## config.mk

```make
export PLATFORM = sky130hd
export DESIGN_NAME = multicycle_ctrl_fsm_flat
export DESIGN_NICKNAME = d
export VERILOG_FILES = /design/src/rtl/multicycle_ctrl_fsm_if.sv /design/src/rtl/multicycle_ctrl_fsm.sv /design/src/flat_wrapper.sv
export SDC_FILE = /design/constraint.sdc
export NUM_CORES = 1
export LEC_CHECK = 0
export ABC_AREA = 1
export CAP_MARGIN = 20
export CORE_MARGIN = 1
export CORE_UTILIZATION = 33
export CTS_CLUSTER_SIZE = 14
export DETAILED_ROUTE_END_ITERATION = 10
export GPL_TIMING_DRIVEN = 1
export PLACE_DENSITY = 0.76
export SKIP_CTS_REPAIR_TIMING = 1
export SLEW_MARGIN = 40
export SYNTH_ARGS = -nofsm -noshare
export SYNTH_HDL_FRONTEND = slang
export SYNTH_SLANG_ARGS = --single-unit
```

## constraint.sdc

```tcl
create_clock -name clk -period 1.34 [get_ports clk]
set_clock_uncertainty 0.15 [all_clocks]
set_input_delay 0.268 -clock clk [delete_from_list [all_inputs] [get_ports clk]]
set_output_delay 0.268 -clock clk [all_outputs]
set_load 0.01 [all_outputs]
```

## src/rtl/multicycle_ctrl_fsm_if.sv

```systemverilog
// Control bus between the multi-cycle MIPS sequencer and its datapath.
//   opcode/funct/mem_ready : datapath -> sequencer (IR fields, memory handshake)
//   pc_write .. illegal_op : sequencer -> datapath (selects, strobes, ALU op, debug)
// master modport: the sequencer. slave modport: the datapath.
interface multicycle_ctrl_fsm_if;
    localparam int unsigned OP_W       = 6;
    localparam int unsigned STATE_W    = 4;
    localparam int unsigned ALU_CTRL_W = 4;

    logic [OP_W-1:0]       opcode;
    logic [OP_W-1:0]       funct;
    logic                  mem_ready;

    logic                  pc_write;
    logic                  pc_write_cond;
    logic                  i_or_d;
    logic                  mem_read;
    logic                  mem_write;
    logic                  ir_write;
    logic                  mem_to_reg;
    logic                  reg_dst;
    logic                  reg_write;
    logic                  alu_src_a;
    logic [1:0]            alu_src_b;
    logic [1:0]            pc_source;
    logic [ALU_CTRL_W-1:0] alu_control;
    logic [STATE_W-1:0]    state;
    logic                  instr_done;
    logic                  illegal_op;

    modport master (
        input  opcode, funct, mem_ready,
        output pc_write, pc_write_cond, i_or_d, mem_read, mem_write, ir_write,
               mem_to_reg, reg_dst, reg_write, alu_src_a, alu_src_b, pc_source,
               alu_control, state, instr_done, illegal_op
    );

    modport slave (
        output opcode, funct, mem_ready,
        input  pc_write, pc_write_cond, i_or_d, mem_read, mem_write, ir_write,
               mem_to_reg, reg_dst, reg_write, alu_src_a, alu_src_b, pc_source,
               alu_control, state, instr_done, illegal_op
    );
endinterface

```

## src/rtl/multicycle_ctrl_fsm.sv

```systemverilog
// Multi-cycle MIPS control sequencer: walks one instruction at a time through
// FETCH..WRITEBACK and decodes datapath selects, strobes and ALU op from the state
// register (plus funct in R_EXEC).
// Ports:
//   clk  - rising-edge clock
//   rst  - synchronous active-high reset; forces every output to 0 while high
//   bus  - multicycle_ctrl_fsm_if.master (opcode/funct/mem_ready in, controls out)
// Optional build macro MEM_READY_EN: FETCH, MEM_RD and MEM_WR wait for mem_ready.
module multicycle_ctrl_fsm (
    input  logic                        clk,
    input  logic                        rst,
    multicycle_ctrl_fsm_if.master       bus
);
    localparam int unsigned STATE_W    = 4;
    localparam int unsigned ALU_CTRL_W = 4;

    localparam logic [5:0] OP_RTYPE = 6'b000000;
    localparam logic [5:0] OP_LW    = 6'b100011;
    localparam logic [5:0] OP_SW    = 6'b101011;
    localparam logic [5:0] OP_BEQ   = 6'b000100;
    localparam logic [5:0] OP_J     = 6'b000010;
    localparam logic [5:0] OP_ADDI  = 6'b001000;

    localparam logic [5:0] FN_AND = 6'b100100;
    localparam logic [5:0] FN_OR  = 6'b100101;
    localparam logic [5:0] FN_ADD = 6'b100000;
    localparam logic [5:0] FN_SUB = 6'b100010;
    localparam logic [5:0] FN_SLT = 6'b101010;

    localparam logic [ALU_CTRL_W-1:0] ALU_AND = 4'b0000;
    localparam logic [ALU_CTRL_W-1:0] ALU_OR  = 4'b0001;
    localparam logic [ALU_CTRL_W-1:0] ALU_ADD = 4'b0010;
    localparam logic [ALU_CTRL_W-1:0] ALU_SUB = 4'b0110;
    localparam logic [ALU_CTRL_W-1:0] ALU_SLT = 4'b0111;

    typedef enum logic [STATE_W-1:0] {
        S_FETCH     = 4'd0,
        S_DECODE    = 4'd1,
        S_MEM_ADDR  = 4'd2,
        S_MEM_RD    = 4'd3,
        S_MEM_WB    = 4'd4,
        S_MEM_WR    = 4'd5,
        S_R_EXEC    = 4'd6,
        S_R_WB      = 4'd7,
        S_BRANCH    = 4'd8,
        S_JUMP      = 4'd9,
        S_ADDI_EXEC = 4'd10,
        S_ADDI_WB   = 4'd11,
        S_ILLEGAL   = 4'd12
    } state_t;

    state_t state_q;
    state_t state_next;

    // Memory-state completion: the handshake when enabled, otherwise every access is one cycle.
    logic mem_go;
`ifdef MEM_READY_EN
    assign mem_go = bus.mem_ready;
`else
    logic unused_mem_ready;
    assign mem_go           = 1'b1;
    assign unused_mem_ready = bus.mem_ready;
`endif

    logic                  pc_write;
    logic                  pc_write_cond;
    logic                  i_or_d;
    logic                  mem_read;
    logic                  mem_write;
    logic                  ir_write;
    logic                  mem_to_reg;
    logic                  reg_dst;
    logic                  reg_write;
    logic                  alu_src_a;
    logic [1:0]            alu_src_b;
    logic [1:0]            pc_source;
    logic [ALU_CTRL_W-1:0] alu_control;
    logic [STATE_W-1:0]    state_dbg;
    logic                  instr_done;
    logic                  illegal_op;

    // State register
    always_ff @(posedge clk) begin
        if (rst) state_q <= S_FETCH;
        else     state_q <= state_next;
    end

    // Next-state and Moore output decode
    always_comb begin
        state_next    = state_q;
        pc_write      = 1'b0;
        pc_write_cond = 1'b0;
        i_or_d        = 1'b0;
        mem_read      = 1'b0;
        mem_write     = 1'b0;
        ir_write      = 1'b0;
        mem_to_reg    = 1'b0;
        reg_dst       = 1'b0;
        reg_write     = 1'b0;
        alu_src_a     = 1'b0;
        alu_src_b     = 2'b00;
        pc_source     = 2'b00;
        alu_control   = ALU_AND;
        state_dbg     = STATE_W'(state_q);
        instr_done    = 1'b0;
        illegal_op    = 1'b0;

        case (state_q)
            S_FETCH: begin
                mem_read    = 1'b1;
                // IR/PC load only in the cycle the fetch data is actually there
                ir_write    = mem_go;
                pc_write    = mem_go;
                alu_src_b   = 2'b01;
                alu_control = ALU_ADD;
                if (mem_go) state_next = S_DECODE;
            end
            S_DECODE: begin
                alu_src_b   = 2'b11;
                alu_control = ALU_ADD;
                case (bus.opcode)
                    OP_LW, OP_SW: state_next = S_MEM_ADDR;
                    OP_RTYPE:     state_next = S_R_EXEC;
                    OP_BEQ:       state_next = S_BRANCH;
                    OP_J:         state_next = S_JUMP;
                    OP_ADDI:      state_next = S_ADDI_EXEC;
                    default:      state_next = S_ILLEGAL;
                endcase
            end
            S_MEM_ADDR: begin
                alu_src_a   = 1'b1;
                alu_src_b   = 2'b10;
                alu_control = ALU_ADD;
                state_next  = (bus.opcode == OP_LW) ? S_MEM_RD : S_MEM_WR;
            end
            S_MEM_RD: begin
                mem_read = 1'b1;
                i_or_d   = 1'b1;
                if (mem_go) state_next = S_MEM_WB;
            end
            S_MEM_WB: begin
                reg_write  = 1'b1;
                mem_to_reg = 1'b1;
                instr_done = 1'b1;
                state_next = S_FETCH;
            end
            S_MEM_WR: begin
                mem_write  = 1'b1;
                i_or_d     = 1'b1;
                // done stays a single pulse even while the store is held waiting
                instr_done = mem_go;
                if (mem_go) state_next = S_FETCH;
            end
            S_R_EXEC: begin
                alu_src_a  = 1'b1;
                state_next = S_R_WB;
                case (bus.funct)
                    FN_AND:  alu_control = ALU_AND;
                    FN_OR:   alu_control = ALU_OR;
                    FN_ADD:  alu_control = ALU_ADD;
                    FN_SUB:  alu_control = ALU_SUB;
                    FN_SLT:  alu_control = ALU_SLT;
                    default: state_next  = S_ILLEGAL;
                endcase
            end
            S_R_WB: begin
                reg_write  = 1'b1;
                reg_dst    = 1'b1;
                instr_done = 1'b1;
                state_next = S_FETCH;
            end
            S_BRANCH: begin
                alu_src_a     = 1'b1;
                alu_control   = ALU_SUB;
                pc_write_cond = 1'b1;
                pc_source     = 2'b01;
                instr_done    = 1'b1;
                state_next    = S_FETCH;
            end
            S_JUMP: begin
                pc_write   = 1'b1;
                pc_source  = 2'b10;
                instr_done = 1'b1;
                state_next = S_FETCH;
            end
            S_ADDI_EXEC: begin
                alu_src_a   = 1'b1;
                alu_src_b   = 2'b10;
                alu_control = ALU_ADD;
                state_next  = S_ADDI_WB;
            end
            S_ADDI_WB: begin
                reg_write  = 1'b1;
                instr_done = 1'b1;
                state_next = S_FETCH;
            end
            S_ILLEGAL: begin
                illegal_op = 1'b1;
                state_next = S_FETCH;
            end
            default: begin
                state_next = S_FETCH;
            end
        endcase

        // Reset silences the whole control word, including the debug state
        if (rst) begin
            pc_write      = 1'b0;
            pc_write_cond = 1'b0;
            i_or_d        = 1'b0;
            mem_read      = 1'b0;
            mem_write     = 1'b0;
            ir_write      = 1'b0;
            mem_to_reg    = 1'b0;
            reg_dst       = 1'b0;
            reg_write     = 1'b0;
            alu_src_a     = 1'b0;
            alu_src_b     = 2'b00;
            pc_source     = 2'b00;
            alu_control   = ALU_AND;
            state_dbg     = '0;
            instr_done    = 1'b0;
            illegal_op    = 1'b0;
        end
    end

    assign bus.pc_write      = pc_write;
    assign bus.pc_write_cond = pc_write_cond;
    assign bus.i_or_d        = i_or_d;
    assign bus.mem_read      = mem_read;
    assign bus.mem_write     = mem_write;
    assign bus.ir_write      = ir_write;
    assign bus.mem_to_reg    = mem_to_reg;
    assign bus.reg_dst       = reg_dst;
    assign bus.reg_write     = reg_write;
    assign bus.alu_src_a     = alu_src_a;
    assign bus.alu_src_b     = alu_src_b;
    assign bus.pc_source     = pc_source;
    assign bus.alu_control   = alu_control;
    assign bus.state         = state_dbg;
    assign bus.instr_done    = instr_done;
    assign bus.illegal_op    = illegal_op;
endmodule

```

## src/flat_wrapper.sv

```systemverilog
// flat-port wrapper written by rule: the top's interface ports become plain ports
module multicycle_ctrl_fsm_flat 
  (clk, rst, bus_opcode, bus_funct, bus_mem_ready, bus_pc_write, bus_pc_write_cond, bus_i_or_d, bus_mem_read, bus_mem_write, bus_ir_write, bus_mem_to_reg, bus_reg_dst, bus_reg_write, bus_alu_src_a, bus_alu_src_b, bus_pc_source, bus_alu_control, bus_state, bus_instr_done, bus_illegal_op);
  multicycle_ctrl_fsm_if bus_i ();
  input  logic clk;
  input  logic rst;
  input wire logic [$bits(bus_i.opcode)-1:0] bus_opcode;
  input wire logic [$bits(bus_i.funct)-1:0] bus_funct;
  input wire logic [$bits(bus_i.mem_ready)-1:0] bus_mem_ready;
  output wire logic [$bits(bus_i.pc_write)-1:0] bus_pc_write;
  output wire logic [$bits(bus_i.pc_write_cond)-1:0] bus_pc_write_cond;
  output wire logic [$bits(bus_i.i_or_d)-1:0] bus_i_or_d;
  output wire logic [$bits(bus_i.mem_read)-1:0] bus_mem_read;
  output wire logic [$bits(bus_i.mem_write)-1:0] bus_mem_write;
  output wire logic [$bits(bus_i.ir_write)-1:0] bus_ir_write;
  output wire logic [$bits(bus_i.mem_to_reg)-1:0] bus_mem_to_reg;
  output wire logic [$bits(bus_i.reg_dst)-1:0] bus_reg_dst;
  output wire logic [$bits(bus_i.reg_write)-1:0] bus_reg_write;
  output wire logic [$bits(bus_i.alu_src_a)-1:0] bus_alu_src_a;
  output wire logic [$bits(bus_i.alu_src_b)-1:0] bus_alu_src_b;
  output wire logic [$bits(bus_i.pc_source)-1:0] bus_pc_source;
  output wire logic [$bits(bus_i.alu_control)-1:0] bus_alu_control;
  output wire logic [$bits(bus_i.state)-1:0] bus_state;
  output wire logic [$bits(bus_i.instr_done)-1:0] bus_instr_done;
  output wire logic [$bits(bus_i.illegal_op)-1:0] bus_illegal_op;
  assign bus_i.opcode = bus_opcode;
  assign bus_i.funct = bus_funct;
  assign bus_i.mem_ready = bus_mem_ready;
  assign bus_pc_write = bus_i.pc_write;
  assign bus_pc_write_cond = bus_i.pc_write_cond;
  assign bus_i_or_d = bus_i.i_or_d;
  assign bus_mem_read = bus_i.mem_read;
  assign bus_mem_write = bus_i.mem_write;
  assign bus_ir_write = bus_i.ir_write;
  assign bus_mem_to_reg = bus_i.mem_to_reg;
  assign bus_reg_dst = bus_i.reg_dst;
  assign bus_reg_write = bus_i.reg_write;
  assign bus_alu_src_a = bus_i.alu_src_a;
  assign bus_alu_src_b = bus_i.alu_src_b;
  assign bus_pc_source = bus_i.pc_source;
  assign bus_alu_control = bus_i.alu_control;
  assign bus_state = bus_i.state;
  assign bus_instr_done = bus_i.instr_done;
  assign bus_illegal_op = bus_i.illegal_op;
  multicycle_ctrl_fsm u_core (.clk(clk), .rst(rst), .bus(bus_i));
endmodule
```

==> results of run 1 <==
-- power groups by stage --
stage                     logic [mW]  clock network [mW]  registers, mW
after detailed placement       0.427                   0          0.147
after global routing           0.629               0.160          0.153
after global placement         0.418                   0          0.147
after floorplan                0.183                   0          0.145
final                          0.595               0.169          0.152
after CTS                      0.430               0.157          0.145
-- cells in the final DEF, fill, tap and decap left out, drive strengths merged --
cell / netlist / layout
conb: 1 / 1
dlymetal6s2s: 0 / 13
nor4: 1 / 1
nor3: 2 / 2
dfxtp: 4 / 4
nand3: 7 / 7
a22oi: 1 / 1
inv: 23 / 23
or2: 1 / 1
a211oi: 1 / 1
a21oi: 8 / 8
buf: 4 / 63
nand4: 3 / 3
nand2: 32 / 32
o2111ai: 1 / 1
nor2: 33 / 33
nand3b: 1 / 1
o21ai: 4 / 4
a31oi: 1 / 1
clkbuf: 0 / 3
-- worst max-delay path: stages (launching register included) --
cell	delay, ps
sky130_fd_sc_hd__dfxtp_2	340
sky130_fd_sc_hd__buf_4	140
sky130_fd_sc_hd__nor2_4	100
sky130_fd_sc_hd__inv_2	50
sky130_fd_sc_hd__nor2_2	110
sky130_fd_sc_hd__nand2_2	120
sky130_fd_sc_hd__o2111ai_2	110
sky130_fd_sc_hd__buf_2	160
-- layout make-up --
class,instances,area [um^2]
fill,107,255.2
multi-input combinational,97,619.3
tap,25,31.28
sequential,4,92.59
inverter,23,93.84
clock buffer,3,22.52
timing repair buffer,76,649.4
-- layer usage --
layer	part of all wire (%)	vias to the layer above	GRT usage, %	wire [um]
met5	0	-	0	0
met4	5.3	0	10.00	189
met3	6.7	19	2.381	240
met2	53	68	40.29	1892
met1	35	549	27.14	1255
li1	-	553	-	-
-- worst max path at each step --
stage / start / end / depth (start not counted)
final: u_core.state_q[0] / bus_alu_control[1] / 7
after global routing: u_core.state_q[0] / bus_alu_control[1] / 7
after CTS: bus_funct[1] / bus_alu_control[1] / 7
after detailed placement: bus_funct[1] / bus_alu_control[1] / 7
after global placement: bus_funct[1] / bus_alu_control[1] / 7
after floorplan: u_core.state_q[3] / bus_alu_control[1] / 6
-- Yosys cell counts, types with 3 or more instances --
cell,number
sky130_fd_sc_hd__nand3_1,7
sky130_fd_sc_hd__nand4_1,3
sky130_fd_sc_hd__inv_1,20
sky130_fd_sc_hd__nand2_2,3
sky130_fd_sc_hd__a21oi_1,8
sky130_fd_sc_hd__o21ai_0,4
sky130_fd_sc_hd__nor2_1,30
sky130_fd_sc_hd__nand2_1,29
sky130_fd_sc_hd__inv_2,3
sky130_fd_sc_hd__dfxtp_1,4
-- cells by family (layout without fill, tap and decap cells) --
| logic type | Yosys count | after routing |
|---|---|---|
| compound gates | 16 | 16 |
| buf+inv | 27 | 102 |
| flops | 4 | 4 |
| other cells | 1 | 1 |
| simple gates | 80 | 80 |
==> metrics.txt, run 1 <==
number of failing setup endpoints in the final timing report=26; total number of vias=1189; global-route usage over all layers=a little under a quarter; Synth Instances=128; most instantiated flip-flop cell in the synthesis netlist=sky130_fd_sc_hd__dfxtp_1; Seq cells post-synth=4; Overall Power=around 0.92 mW; max cap viols=0; syn avg cell area=4.936 um^2; R2R Setup Slk=-70 ps; Cell Rows=15; core box area=~0.0018 mm^2; CP Data Required Time=about 920 ps; maximum buffer depth of the clock tree=2; unrepaired setup endpoints after global routing=true; proportion of power drawn by flip-flops and latches=16.6%; DPL Wire Length=1.859 mm; cells on worst reg2reg path=9; highest net fanout along the worst path=4; max-slew violations=0; Final Hold Violating Endpoints=0; number of enable-type register cells in the synthesized netlist=0; Syn Std Cell Area=around 630 um^2; number of DRC violations after detailed routing=0; total non-filler cell area in the finished layout=~0.0015 mm^2; registers with the most flip-flops=u_core.state_q (4); violated checks=setup timing; global-route wire length before repair=3.429 mm; Total Neg Setup Slack=-7599 ps; initial antenna violation count=0; Simple-Gate Fraction of Synth Area=55.05%; clock-pin slew on the worst setup and hold paths=40 ps; Pre-Repair DR Iteration Count=4; capture endpoint of the worst hold path=u_core.state_q[0]; Synth Area in XOR/XNOR=0%; compound-cell area share of the yosys netlist=14.26%; cell area reported after detailed placement=0.001252 mm^2; root buffer selected by CTS=sky130_fd_sc_hd__clkbuf_4; pre-CTS setup slack=-996.5 ps; final-layout worst hold slack=395.7 ps; per-cell via count in the routed design=between 5 and 6; number of warnings issued by yosys=0; synthesized netlist net count=between 100 and 150; CTS Sinks=4; horizontal extent of the die=roughly 46 um; crit path time final=1800 ps; clock tree from TritonCTS=built; Total Nets Final=220; CP Launch Type=flip-flop; switching power share of the total=~43%; effective utilization at floorplan=35.82%; main combinational cell family by area after synthesis=simple AND/OR/NAND/NOR gates; combinational share of power=65.0%; startpoint of the worst register-to-register path=u_core.state_q[2]; portion of netlist area occupied by mux cells=0%; final core utilization=between 80% and 90%; peak clock frequency supported by timing=555.4 MHz; synthesis-to-layout area growth=138.8%; Arr. time, crit path=1380 ps; H-Tree Level Count=1; distinct cell type count after synthesis=24; net switching component of the power=between 0.3 and 0.4 mW; weighted congestion at the end of routability-driven global placement=0.7803; relative contribution of the clock network to total power=18.4%; Leakage=slightly below 0.9 nW; post-route ant nets=0; origin of the worst min-delay path=rst; average wire per cell in the routed design=around 16 um; Post-Synth Adder-Cell Area=0%; worst skew pair latency=between 200 and 300 ps; HP Class=in -> reg; class of the most critical setup path=reg -> out; Post-Layout Cell Count=228; share of final-layout standard cells stronger than drive strength 1=between 60% and 70%; number of flip-flops under the largest register name=4; number of buffer cells added on primary ports=36; Worst setup EP type=primary output; total placed cells including tap cells=214; final worst-path setup slack=-460.5 ps; total CTS buffers=3; number of inserted diodes=0; post-synthesis cell type with the largest combined area=sky130_fd_sc_hd__nor2_1; total I/O pin count=39; via count of the first global-routing pass=854; cell internal pwr=0.5247 mW; fraction of the yosys area taken by sequential cells=12.67%; pin count of the biggest net entering global routing=10; top register by number of flip-flops=u_core.state_q; Power Density=606.7 mW/mm^2; fraction of synthesis flops using an asynchronous set or reset pin=0%; Die ar.=0.002094 mm^2; final wirelength=3.578 mm; terminus of the critical flop-to-flop path=u_core.state_q[0]; global route total overflow=0; detailed router's first-iteration violation count=40; post-route fraction of the period consumed by the critical path=134.4%; run status=finished, violations left; area share of the largest cell type after synthesis=17.82%; Cells on Worst Hold Path=5; die height=45.76 um; top cells by area in the synthesized netlist=sky130_fd_sc_hd__nor2_1 18%, sky130_fd_sc_hd__nand2_1 17%, sky130_fd_sc_hd__dfxtp_1 13%; worst voltage drop across the vdd grid=0.3849 mV
No activity file was read; power rests on OpenSTA's default activity.
==> run 2: changes to the inputs <==
--- a/config.mk
+++ b/config.mk
@@ -9,6 +9,7 @@
 export CAP_MARGIN = 20
 export CORE_MARGIN = 1
 export CORE_UTILIZATION = 33
+export CTS_CLUSTER_DIAMETER = 30
 export CTS_CLUSTER_SIZE = 14
 export DETAILED_ROUTE_END_ITERATION = 10
 export GPL_TIMING_DRIVEN = 1
==> results of run 2 <==
No change in the layout: final DEF, timing and power equal those of run 1.
==> run 3: changes to the inputs <==
--- a/config.mk
+++ b/config.mk
@@ -7,6 +7,7 @@
 export LEC_CHECK = 0
 export ABC_AREA = 1
 export CAP_MARGIN = 20
+export CORE_ASPECT_RATIO = 0.75
 export CORE_MARGIN = 1
 export CORE_UTILIZATION = 33
 export CTS_CLUSTER_DIAMETER = 30
==> run 3 against run 2 <==
Net effect:
- maximum frequency grew 0.36%
- routed wire length shrank 5.6%
- die area is essentially flat
- sequential power grew 3%
- clock power shrank 9%
- critical path depth is the same
- critical endpoint unchanged
- final area shrank 1.5%
- non-clock buffer count shrank 7
- hold slack gained 42 ps
- clock-buffer cell count is the same
- sequential cell count is the same
- the flow still finishes with violations (setup timing)
==> metrics.txt, run 3 (synthesis gave the netlist of run 1 again) <==
global route total overflow=0 (unchanged); Cell Rows=13 (was 15); relative contribution of the clock network to total power=18.2% (was 18.4%); most used cells in the layout excluding fill and tap cells=24 x sky130_fd_sc_hd__buf_4, 19 x sky130_fd_sc_hd__nand2_1, 16 x sky130_fd_sc_hd__buf_2 (was 30 x sky130_fd_sc_hd__buf_4, 19 x sky130_fd_sc_hd__buf_2, 18 x sky130_fd_sc_hd__nand2_1); global-route wire length before repair=3.491 mm (was 3.429 mm); max cap viols=0 (unchanged); registers with the most flip-flops=u_core.state_q (4) (unchanged); peak clock frequency supported by timing=557.4 MHz (was 555.4 MHz); unrepaired setup endpoints after global routing=true (unchanged); maximum buffer depth of the clock tree=2 (unchanged); cells on worst reg2reg path=8 (was 9); total CTS buffers=3 (unchanged); CP Launch Type=flip-flop (unchanged); number of inserted diodes=0 (unchanged); cell internal pwr=0.4853 mW (was 0.5247 mW); core box area=0.001773 mm^2 (was 0.001764 mm^2); number of flip-flops under the largest register name=4 (unchanged); top register by number of flip-flops=u_core.state_q (unchanged); most frequent standard cell in the layout excluding fill and tap cells=sky130_fd_sc_hd__buf_4 (unchanged); worst voltage drop across the vdd grid=0.7932 mV (was 0.3849 mV); effective utilization at floorplan=35.64% (was 35.82%); weighted congestion at the end of routability-driven global placement=0.8228 (was 0.7803); Total Neg Setup Slack=-6972 ps (was -7599 ps); per-cell via count in the routed design=5.317 (was 5.215); Arr. time, crit path=1380 ps (about the same); Cells on Worst Hold Path=5 (unchanged); number of failing setup endpoints in the final timing report=26 (unchanged); pin count of the biggest net entering global routing=9 (was 10); horizontal extent of the die=52.53 um (was 45.76 um); final wirelength=3.376 mm (was 3.578 mm); die height=39.90 um (was 45.76 um); final worst-path setup slack=-454.0 ps (was -460.5 ps); startpoint of the worst register-to-register path=u_core.state_q[2] (unchanged); cells along the critical path=inv_4 -> nand2_4 -> nor2_4 -> nand2_2 -> or2_4 -> o2111ai_2 -> buf_2 (was buf_4 -> nor2_4 -> inv_2 -> nor2_2 -> nand2_2 -> o2111ai_2 -> buf_2); class of the most critical setup path=reg -> out (unchanged); average wire per cell in the routed design=15.49 um (was 15.69 um); root buffer selected by CTS=sky130_fd_sc_hd__clkbuf_4 (unchanged); final-layout worst hold slack=438.0 ps (was 395.7 ps); clock tree from TritonCTS=built (unchanged); CTS Sinks=4 (unchanged); run status=finished, violations left (unchanged); Worst setup EP type=primary output (unchanged); Final Hold Violating Endpoints=0 (unchanged); post-route ant nets=0 (unchanged); H-Tree Level Count=1 (unchanged); Leakage=0.8592 nW (was 0.8889 nW); Pre-Repair DR Iteration Count=4 (unchanged); launch point of the critical path=u_core.state_q[0] (unchanged); violated checks=setup timing (unchanged); number of DRC violations after detailed routing=0 (unchanged); total number of vias=1159 (was 1189); via count of the first global-routing pass=864 (was 854); final core utilization=83.84% (was 85.53%); highest net fanout along the worst path=3 (was 4); detailed router's first-iteration violation count=62 (was 40); Die ar.=0.002095 mm^2 (was 0.002094 mm^2); Critical Path Slowest Stage Cell=sky130_fd_sc_hd__dfxtp_4 (was sky130_fd_sc_hd__dfxtp_2); share of final-layout standard cells stronger than drive strength 1=62.24% (was 63.55%); worst skew pair latency=240 ps (was 250 ps); DPL Wire Length=2.009 mm (was 1.859 mm); synthesis-to-layout area growth=135.2% (was 138.8%); combinational share of power=63.2% (was 65.0%); initial antenna violation count=0 (unchanged); CP Data Required Time=920 ps (about the same); Total Nets Final=213 (was 220); HP Class=in -> reg (unchanged); crit path time final=1794 ps (was 1800 ps); net switching component of the power=0.3562 mW (was 0.3908 mW); delay contributed by the slowest stage of the critical path=360 ps (was 340 ps); total I/O pin count=39 (unchanged); number of buffer cells added on primary ports=36 (unchanged); switching power share of the total=42.33% (was 42.69%); post-route fraction of the period consumed by the critical path=133.9% (was 134.4%); proportion of power drawn by flip-flops and latches=18.7% (was 16.6%); max-slew violations=0 (unchanged); clock-pin slew on the worst setup and hold paths=40 ps (about the same); global-route usage over all layers=23.10% (was 22.66%); origin of the worst min-delay path=bus_funct[2] (was rst); Power Density=566.1 mW/mm^2 (was 606.7 mW/mm^2)
[run 3: changes by cell type in the layout (fill, tap and decap cells not counted), sizes merged]
cell / change
clkbuf: +2
buf: -9
[run 3: power by group through the flow]
stage	clock, mW	sequential (mW)	combinational, mW
floorplan	0	0.145	0.183
global placement	0	0.147	0.408
detailed placement	0	0.148	0.421
CTS	0.157	0.146	0.422
global route	0.164	0.158	0.562
finish	0.153	0.157	0.532
[run 3: stage by stage]
stage                     std cells  instance area [um^2]  worst slack (ps)  power (mW)
after floorplan                 128                 654.4            -65.91      0.3284
after global placement          209                  1221            -893.0      0.5553
after detailed placement        209                  1221            -987.4      0.5692
after CTS                       212                  1244            -985.2      0.7253
after global routing            218                  1486            -486.2      0.8840
final                           218                  1486            -454.0      0.8415
[run 3: final timing paths]
path	slack (ps)	end
setup / recovery	-450	bus_alu_control[1]
hold / removal	440	u_core.state_q[3]
setup reg to reg	-120	u_core.state_q[1]
hold reg to reg	690	u_core.state_q[2]
[run 3: metal layers]
layer	wire, um	vias up	global-route usage (%)
li1	-	533	-
met1	1321	530	27.88
met2	1667	83	42.72
met3	285	13	3.876
met4	103	0	5.263
met5	0	-	0
[run 3: cell type report]
class / instances / area [um^2]
clock buffers: 3 / 22.52
fillers: 90 / 286.5
inverters: 23 / 93.84
multi-input cells: 97 / 656.9
flip-flops and latches: 4 / 95.09
well taps: 22 / 27.53
repair buffers: 69 / 590.6
[run 3: worst max-delay path, delay by kind of cell, from the launching register on]
family	cells	cell delay, ps
flops	1	360
simple gates	4	470
buf+inv	2	250
compound gates	1	60
